`src/rtl/vga_pkg.sv`:
```
// -----------------------------------------------------------------------------
// vga_pkg
// Shared definitions for the VGA pixel path:
//   - 640x480@60 timing constants (pulse/porch/active widths and totals)
//   - RGB565 colour constants used by pattern and data generators
//   - counter/address width and the sync bundle carried by the align pipe
// -----------------------------------------------------------------------------
package vga_pkg;

    // Width of the h/v counters and of the pixel addresses.
    localparam int unsigned ADDR_W   = 11;
    localparam int unsigned ADDR_MAX = (1 << ADDR_W) - 1;

    // 640x480@60, 25.2 MHz pixel clock.
    localparam int unsigned VGA_H_SYNC  = 96;
    localparam int unsigned VGA_H_BACK  = 48;
    localparam int unsigned VGA_H_VALID = 640;
    localparam int unsigned VGA_H_FRONT = 16;
    localparam int unsigned VGA_H_TOTAL = VGA_H_SYNC + VGA_H_BACK + VGA_H_VALID + VGA_H_FRONT;

    localparam int unsigned VGA_V_SYNC  = 2;
    localparam int unsigned VGA_V_BACK  = 33;
    localparam int unsigned VGA_V_VALID = 480;
    localparam int unsigned VGA_V_FRONT = 10;
    localparam int unsigned VGA_V_TOTAL = VGA_V_SYNC + VGA_V_BACK + VGA_V_VALID + VGA_V_FRONT;

    // RGB565 colours.
    localparam logic [15:0] BLACK    = 16'h0000;
    localparam logic [15:0] RED      = 16'hF800;
    localparam logic [15:0] GREEN    = 16'h07E0;
    localparam logic [15:0] BLUE     = 16'h001F;
    localparam logic [15:0] YELLOW   = 16'hFFE0;
    localparam logic [15:0] SKY_BLUE = 16'h867D;
    localparam logic [15:0] PURPLE   = 16'hF81F;
    localparam logic [15:0] GRAY     = 16'hD69A;
    localparam logic [15:0] WHITE    = 16'hFFFF;

    // Control bundle that must stay aligned with the pixel data.
    typedef struct packed {
        logic hsync;
        logic vsync;
        logic de;
    } sync_t;

    localparam int unsigned SYNC_W = $bits(sync_t);

endpackage

```
`src/rtl/vga_align_pipe.sv`:
```
// -----------------------------------------------------------------------------
// vga_align_pipe
// Fixed-depth shift register that delays the sync/de bundle so it meets the
// pixel data coming back from the data generator. Every stage is exposed so
// the caller can tap an intermediate delay.
//   clk       in   pixel clock
//   rst       in   synchronous active-high reset (loads RST_VAL everywhere)
//   d_i       in   WIDTH-bit word entering the pipe
//   stages_o  out  all stages; stages_o[k] is d_i delayed by k+1 clocks
// -----------------------------------------------------------------------------
module vga_align_pipe #(
    parameter int unsigned      DEPTH   = 2,
    parameter int unsigned      WIDTH   = 3,
    parameter logic [WIDTH-1:0] RST_VAL = '0
) (
    input  logic                        clk,
    input  logic                        rst,
    input  logic [WIDTH-1:0]            d_i,
    output logic [DEPTH-1:0][WIDTH-1:0] stages_o
);

    if (DEPTH < 2) begin : g_depth_chk
        $error("vga_align_pipe: DEPTH must be at least 2");
    end

    logic [DEPTH-1:0][WIDTH-1:0] stage_q;

    // NOTE: every stage is reset, unlike a RAM array, because a stale stage
    // would leak a partial sync pulse to the pins after reset is released.
    always_ff @(posedge clk) begin
        if (rst) begin
            stage_q <= {DEPTH{RST_VAL}};
        end else begin
            stage_q <= {stage_q[DEPTH-2:0], d_i};
        end
    end

    assign stages_o = stage_q;

endmodule

```
`src/rtl/vga_timing_ctrl.sv`:
```
// -----------------------------------------------------------------------------
// vga_timing_ctrl
// Free-running h/v counters for the VGA raster. Produces the active-area pixel
// address for the data generator, then re-times sync, blanking and the
// returned pixel so all of them reach the pins on the same clock.
//   clk          in   pixel clock
//   rst          in   synchronous active-high reset
//   data_disp    in   RGB565 pixel, DATA_LAT clocks after its address
//   h_addr       out  active column 0..H_VALID-1, 0 in blanking or reset
//   v_addr       out  active row 0..V_VALID-1, 0 in blanking or reset
//   hsync        out  horizontal sync, level SYNC_POL when asserted
//   vsync        out  vertical sync, level SYNC_POL when asserted
//   vga_de       out  display enable
//   vga_rgb      out  pixel to the DAC, 0 while vga_de is low
//   frame_start  out  one-clock pulse at h_cnt=0, v_cnt=0 (address timing)
// hsync/vsync/vga_de/vga_rgb lag the counters by DATA_LAT+1 clocks.
// -----------------------------------------------------------------------------
module vga_timing_ctrl
    import vga_pkg::*;
#(
    parameter int unsigned H_SYNC   = VGA_H_SYNC,
    parameter int unsigned H_BACK   = VGA_H_BACK,
    parameter int unsigned H_VALID  = VGA_H_VALID,
    parameter int unsigned H_FRONT  = VGA_H_FRONT,
    parameter int unsigned V_SYNC   = VGA_V_SYNC,
    parameter int unsigned V_BACK   = VGA_V_BACK,
    parameter int unsigned V_VALID  = VGA_V_VALID,
    parameter int unsigned V_FRONT  = VGA_V_FRONT,
    parameter int unsigned DATA_LAT = 1,
    parameter bit          SYNC_POL = 1'b0
) (
    input  logic              clk,
    input  logic              rst,
    input  logic [15:0]       data_disp,
    output logic [ADDR_W-1:0] h_addr,
    output logic [ADDR_W-1:0] v_addr,
    output logic              hsync,
    output logic              vsync,
    output logic              vga_de,
    output logic [15:0]       vga_rgb,
    output logic              frame_start
);

    localparam int unsigned H_TOTAL = H_SYNC + H_BACK + H_VALID + H_FRONT;
    localparam int unsigned V_TOTAL = V_SYNC + V_BACK + V_VALID + V_FRONT;
    localparam int unsigned DEPTH   = DATA_LAT + 1;

    if (H_TOTAL > ADDR_MAX) begin : g_h_total_chk
        $error("vga_timing_ctrl: H_TOTAL does not fit the 11-bit counter");
    end
    if (V_TOTAL > ADDR_MAX) begin : g_v_total_chk
        $error("vga_timing_ctrl: V_TOTAL does not fit the 11-bit counter");
    end
    if (DATA_LAT < 1 || DATA_LAT > 4) begin : g_lat_chk
        $error("vga_timing_ctrl: DATA_LAT must be 1..4");
    end

    // Region boundaries at counter width; *_END values are exclusive.
    localparam logic [ADDR_W-1:0] H_LAST     = ADDR_W'(H_TOTAL - 1);
    localparam logic [ADDR_W-1:0] V_LAST     = ADDR_W'(V_TOTAL - 1);
    localparam logic [ADDR_W-1:0] H_SYNC_END = ADDR_W'(H_SYNC);
    localparam logic [ADDR_W-1:0] V_SYNC_END = ADDR_W'(V_SYNC);
    localparam logic [ADDR_W-1:0] H_ACT_BEG  = ADDR_W'(H_SYNC + H_BACK);
    localparam logic [ADDR_W-1:0] H_ACT_END  = ADDR_W'(H_SYNC + H_BACK + H_VALID);
    localparam logic [ADDR_W-1:0] V_ACT_BEG  = ADDR_W'(V_SYNC + V_BACK);
    localparam logic [ADDR_W-1:0] V_ACT_END  = ADDR_W'(V_SYNC + V_BACK + V_VALID);

    localparam sync_t SYNC_IDLE = '{hsync: ~SYNC_POL, vsync: ~SYNC_POL, de: 1'b0};

    logic [ADDR_W-1:0] h_cnt_q, h_cnt_d;
    logic [ADDR_W-1:0] v_cnt_q, v_cnt_d;
    logic              active;
    sync_t             sync_raw;
    sync_t [DEPTH-1:0] sync_pipe;
    logic [15:0]       vga_rgb_q;

    // ------------------------------------------------------------------ counters
    // NOTE: defaults are assigned before the wrap test so every path drives
    // both next-state values and no latch is inferred.
    always_comb begin
        h_cnt_d = h_cnt_q + 1'b1;
        v_cnt_d = v_cnt_q;
        if (h_cnt_q == H_LAST) begin
            h_cnt_d = '0;
            v_cnt_d = (v_cnt_q == V_LAST) ? '0 : v_cnt_q + 1'b1;
        end
    end

    // NOTE: state updates use non-blocking assignments so every register
    // samples the pre-edge values regardless of statement order.
    always_ff @(posedge clk) begin
        if (rst) begin
            h_cnt_q <= '0;
            v_cnt_q <= '0;
        end else begin
            h_cnt_q <= h_cnt_d;
            v_cnt_q <= v_cnt_d;
        end
    end

    // ------------------------------------------------------- address domain
    assign active = (h_cnt_q >= H_ACT_BEG) && (h_cnt_q < H_ACT_END) &&
                    (v_cnt_q >= V_ACT_BEG) && (v_cnt_q < V_ACT_END);

    // Gated by rst so downstream logic sees a clean 0 from the first reset
    // clock, before the counters have been cleared.
    assign h_addr      = (active && !rst) ? h_cnt_q - H_ACT_BEG : '0;
    assign v_addr      = (active && !rst) ? v_cnt_q - V_ACT_BEG : '0;
    assign frame_start = !rst && (h_cnt_q == '0) && (v_cnt_q == '0);

    assign sync_raw.hsync = (h_cnt_q < H_SYNC_END) ? SYNC_POL : ~SYNC_POL;
    assign sync_raw.vsync = (v_cnt_q < V_SYNC_END) ? SYNC_POL : ~SYNC_POL;
    assign sync_raw.de    = active;

    // ----------------------------------------------------------- pin domain
    vga_align_pipe #(
        .DEPTH   (DEPTH),
        .WIDTH   (SYNC_W),
        .RST_VAL (SYNC_IDLE)
    ) u_align_pipe (
        .clk      (clk),
        .rst      (rst),
        .d_i      (sync_raw),
        .stages_o (sync_pipe)
    );

    // de delayed by DATA_LAT lines up with data_disp; the extra register here
    // matches the final pipe stage so rgb and sync leave together.
    always_ff @(posedge clk) begin
        if (rst) begin
            vga_rgb_q <= '0;
        end else begin
            vga_rgb_q <= sync_pipe[DATA_LAT-1].de ? data_disp : '0;
        end
    end

    assign hsync   = sync_pipe[DEPTH-1].hsync;
    assign vsync   = sync_pipe[DEPTH-1].vsync;
    assign vga_de  = sync_pipe[DEPTH-1].de;
    assign vga_rgb = vga_rgb_q;

endmodule

```
`config.mk`:
```
export PLATFORM = sky130hd
export DESIGN_NAME = vga_timing_ctrl
export DESIGN_NICKNAME = d
export VERILOG_FILES = /design/src/rtl/vga_pkg.sv /design/src/rtl/vga_align_pipe.sv /design/src/rtl/vga_timing_ctrl.sv
export SDC_FILE = /design/constraint.sdc
export NUM_CORES = 1
export LEC_CHECK = 0
export CORE_UTILIZATION = 35
export DETAILED_ROUTE_END_ITERATION = 6
export HOLD_SLACK_MARGIN = 0.12
export SKIP_LAST_GASP = 1
export SYNTH_ARGS = -nofsm -noshare
export SYNTH_HDL_FRONTEND = slang
export SYNTH_SLANG_ARGS = --single-unit
```
`constraint.sdc`:
```
create_clock -name clk -period 5.06 [get_ports clk]
set_clock_uncertainty 0.2 [all_clocks]
set_input_delay 0.506 -clock clk [delete_from_list [all_inputs] [get_ports clk]]
set_output_delay 0.506 -clock clk [all_outputs]
set_load 0.02 [all_outputs]
```
==> run summary <==
The run finished with clean final reports. Top cell type's share of synthesized area: 38.7%. Counting I/O delays and the setup requirement, the final critical path takes 4.04 ns.

Setup repair after global routing left no endpoint under its margin. At the pin with the least slew margin, the transition time is 0.800 ns. In the synthesized netlist, the cells that appear most often are 44 x sky130_fd_sc_hd__dfxtp_1, 33 x sky130_fd_sc_hd__nor2_1, 20 x sky130_fd_sc_hd__and2_1, 20 x sky130_fd_sc_hd__xnor2_1, 15 x sky130_fd_sc_hd__nand2_1. Global routing used 15.1% of the available tracks across all layers. The clock passes through at most 2 buffers.

The core region is 6310 um^2. The signal on the critical path passes through clkdlybuf4s50_1 > or3_1 > a31oi_1 > nand4b_2 > nor3b_1 > clkdlybuf4s50_1. The die is 82.7 um tall. The final critical-path share of the clock period is 79.8%.

STA puts the critical path data required time at 4.35 ns. Averaged over all synthesized cells, the footprint is 8.73 um^2. After synthesis, the cell types taking the most area are sky130_fd_sc_hd__dfxtp_1 39%, sky130_fd_sc_hd__xnor2_1 7.7%, sky130_fd_sc_hd__and2_1 5.5%.

The hold buffer count at cts is 0. The tree is rooted in a sky130_fd_sc_hd__clkbuf_8. The total nets after synthesis is 287. After filler insertion, the fill cell instance count of the layout stands at 619. The path class of the lowest-slack min-delay path is reg -> reg. The number of antenna diodes in the final layout is 0. The largest net degree at the start of global routing is 23. Summing over every cut layer, the via total after detailed routing is 1883. The wire length of the first global-routing pass is 7.91 mm, and the static power due to leakage is 1.11 nW. The die covers 6840 um^2. Compared with the post-synthesis result, the final layout area differs by 29.8%. Counting flops and latches in the post-synthesis netlist gives 44.

After detailed routing, the number of remaining DRC violations is 0. For the number of levels in the clock H-tree, the log shows 2. Yosys printed 0 warnings.

Timing would allow up to 0.248 GHz. Counting flops with a built-in enable in the synthesized netlist gives 0. Number of max-cap violations: 0. Die span in x: 82.7 um. TritonCTS built the clock tree. The relative slew slack came out at 46.5%. The worst setup path is of the in -> out kind.

The proportion of register bits with asynchronous set or reset after synthesis is 0%, and the clock transition at the registers of the reported paths is 0.08 ns. The tools report the number of iterations in the first detailed-routing pass as 4. The worst setup path is captured at a primary output. In this run, post-CTS repair resized a total of 0 instances. Dividing the detail-routed wire length by the instance count gives 13.0 um. Utilization after layout: 46.8%. The number of cell rows was 29; the number of buffer and inverter stages on the critical path was 2.

TritonCTS created 5 clock buffers. The logs give 60 for the boundary pin count and 0 for the count of pins over their slew limit. Among all cell types in the netlist, the one instantiated most often is sky130_fd_sc_hd__dfxtp_1. Global route total overflow: 0. Among the stages of the critical path, the cell type that occurs most often is sky130_fd_sc_hd__clkdlybuf4s50_1. Gate family responsible for the most delay along the worst path: simple AND/OR/NAND/NOR gates.

The design draws 0.623 mW. The via density per instance was 4.87; the count of different cell masters after synthesis was 49. The run gives 0.770 as the routability-driven placement congestion ratio. The mapped netlist covers 2280 um^2. The quantity of I/O buffers inserted on ports was 59; the final setup violation count was 0. The wire-length estimate of the detail-placed layout is 3.60 mm. The detail route stage leaves a number of antenna-violating nets equal to 0. For the final routed database, the setup TNS stands at 0 ns. Across the VDD grid, the largest voltage drop is 0.135 mV. Synthesis produced 261 cells. The routed design has 5.03 mm of wire. The tree built by TritonCTS fans out to 44 sinks. The share of synthesized area occupied by flip-flops and latches is 38.7%, and the maximum fanout along the worst path is 22. Delay of the slowest cell on the worst path: 0.66 ns. The kind of start point of the critical path was an input port. For this configuration, the core starts out at a cell density of 36.1%. The post-route netlist has 8.39% of its cells at a drive strength greater than 1. In this run the power density over the cells is 211 nW/um^2. The worst-skew pair later-pin latency was 0.30 ns.

The via count of the first global-routing pass was 1649. The first routing iteration left 97 violations. The number of hold violations in the final report is 0, and the total number of nets in the final design is 335. Among all flip-flop cells after synthesis, the most frequent one is sky130_fd_sc_hd__dfxtp_1. The tools report the number of antenna violations at the first check in global routing as 0. The largest individual stage delay along the critical path comes from the cell sky130_fd_sc_hd__clkdlybuf4s50_1. The logs give 3.33 ns for the arrival time of data at the critical path endpoint and 0 for the post-CTS setup buffer count. The cell accounting for the most synthesized area is sky130_fd_sc_hd__dfxtp_1.
state kept, by name, summed over array words and instances (netlist names):
register               cells
u_align_pipe.stages_o      6
vga_rgb                   16
h_cnt_q                   11
v_cnt_q                   11
metal layers:
metal / part of all wire (%) / track usage [%] / vias to the layer above
met5: 0 / 0 / -
met4: 1.0 / 4.66 / 0
met3: 5.8 / 3.41 / 5
met2: 45 / 23.5 / 53
met1: 49 / 20.6 / 855
li1: - / - / 970
area by class of cell:
cell class / instances / area, um^2 / area share (%)
repair buffers: 59 / 591 / 20.0
clock buffers: 6 / 82.6 / 2.79
clock inverters: 2 / 15.0 / 0.508
flip-flops and latches: 44 / 881 / 29.8
well taps: 77 / 96.3 / 3.26
inverters: 10 / 37.5 / 1.27
multi-input cells: 189 / 1250 / 42.4
report_power, final:
part	total (mW)	internal, mW	switching, mW
Clock	0.235	0.111	0.125
Sequential	0.353	0.350	0.00346
Combinational	0.0341	0.0202	0.0139
Total	0.623	0.480	0.142
logic make-up after synthesis:
logic type | after synthesis | share of synthesized area (%)
multiplexers | 1 | 0.494
XOR/XNOR | 23 | 8.84
AO/OA/AOI/OAI | 25 | 8.18
buffers and inverters | 28 | 6.31
AND/OR/NAND/NOR | 132 | 33.1
adder cells (fa/ha/maj) | 8 | 4.39
flip-flops | 44 | 38.7
per-stage QoR:
| stage | instances | cell area, um^2 | hold WS [ns] | setup slack [ns] |
|---|---|---|---|---|
| final | 387 | 2960 | 0.214 | 1.02 |
| after global routing | 387 | 2960 | 0.229 | 0.797 |
| after CTS | 387 | 2960 | 0.217 | 0.962 |
| after detailed placement | 379 | 2860 | 0.194 | 0.993 |
| after global placement | 379 | 2860 | 0.196 | 1.06 |
| after floorplan | 261 | 2280 | 0.189 | 2.42 |
cells in the final DEF, fill, tap and decap left out, types with 4 or more instances in the layout:
cell	netlist	layout
sky130_fd_sc_hd__clkdlybuf4s50_1	0	59
sky130_fd_sc_hd__dfxtp_1	44	44
sky130_fd_sc_hd__nor2_1	33	33
sky130_fd_sc_hd__and2_1	20	20
sky130_fd_sc_hd__xnor2_1	20	20
sky130_fd_sc_hd__nand2_1	15	15
sky130_fd_sc_hd__inv_1	10	10
sky130_fd_sc_hd__nor2_2	8	8
sky130_fd_sc_hd__ha_1	8	8
sky130_fd_sc_hd__a21oi_1	7	7
sky130_fd_sc_hd__nand3_1	7	7
sky130_fd_sc_hd__or3_1	6	6
sky130_fd_sc_hd__nor3_1	6	6
sky130_fd_sc_hd__clkbuf_8	0	6
sky130_fd_sc_hd__nand2b_1	5	5
sky130_fd_sc_hd__o21ai_0	4	4
worst reg2reg max path, cell delays in order (launching register included):
cell and delay [ns]:
sky130_fd_sc_hd__dfxtp_1 0.47, sky130_fd_sc_hd__ha_1 0.36, sky130_fd_sc_hd__nor4bb_1 0.33, sky130_fd_sc_hd__a2111o_1 0.20
sky130_fd_sc_hd__nand4b_2 0.60, sky130_fd_sc_hd__inv_1 0.19
worst paths after layout:
path                            cells past startpoint                       end  slack (ns)                startpoint
worst min register to register                      1  u_align_pipe.stages_o[4]        0.21  u_align_pipe.stages_o[1]
worst max-delay path                                6                 h_addr[7]        1.02                       rst
worst min-delay path                                1  u_align_pipe.stages_o[4]        0.21  u_align_pipe.stages_o[1]
worst max register to register                      5  u_align_pipe.stages_o[0]        2.64                v_cnt_q[1]
(Power assumes the default switching activity.)
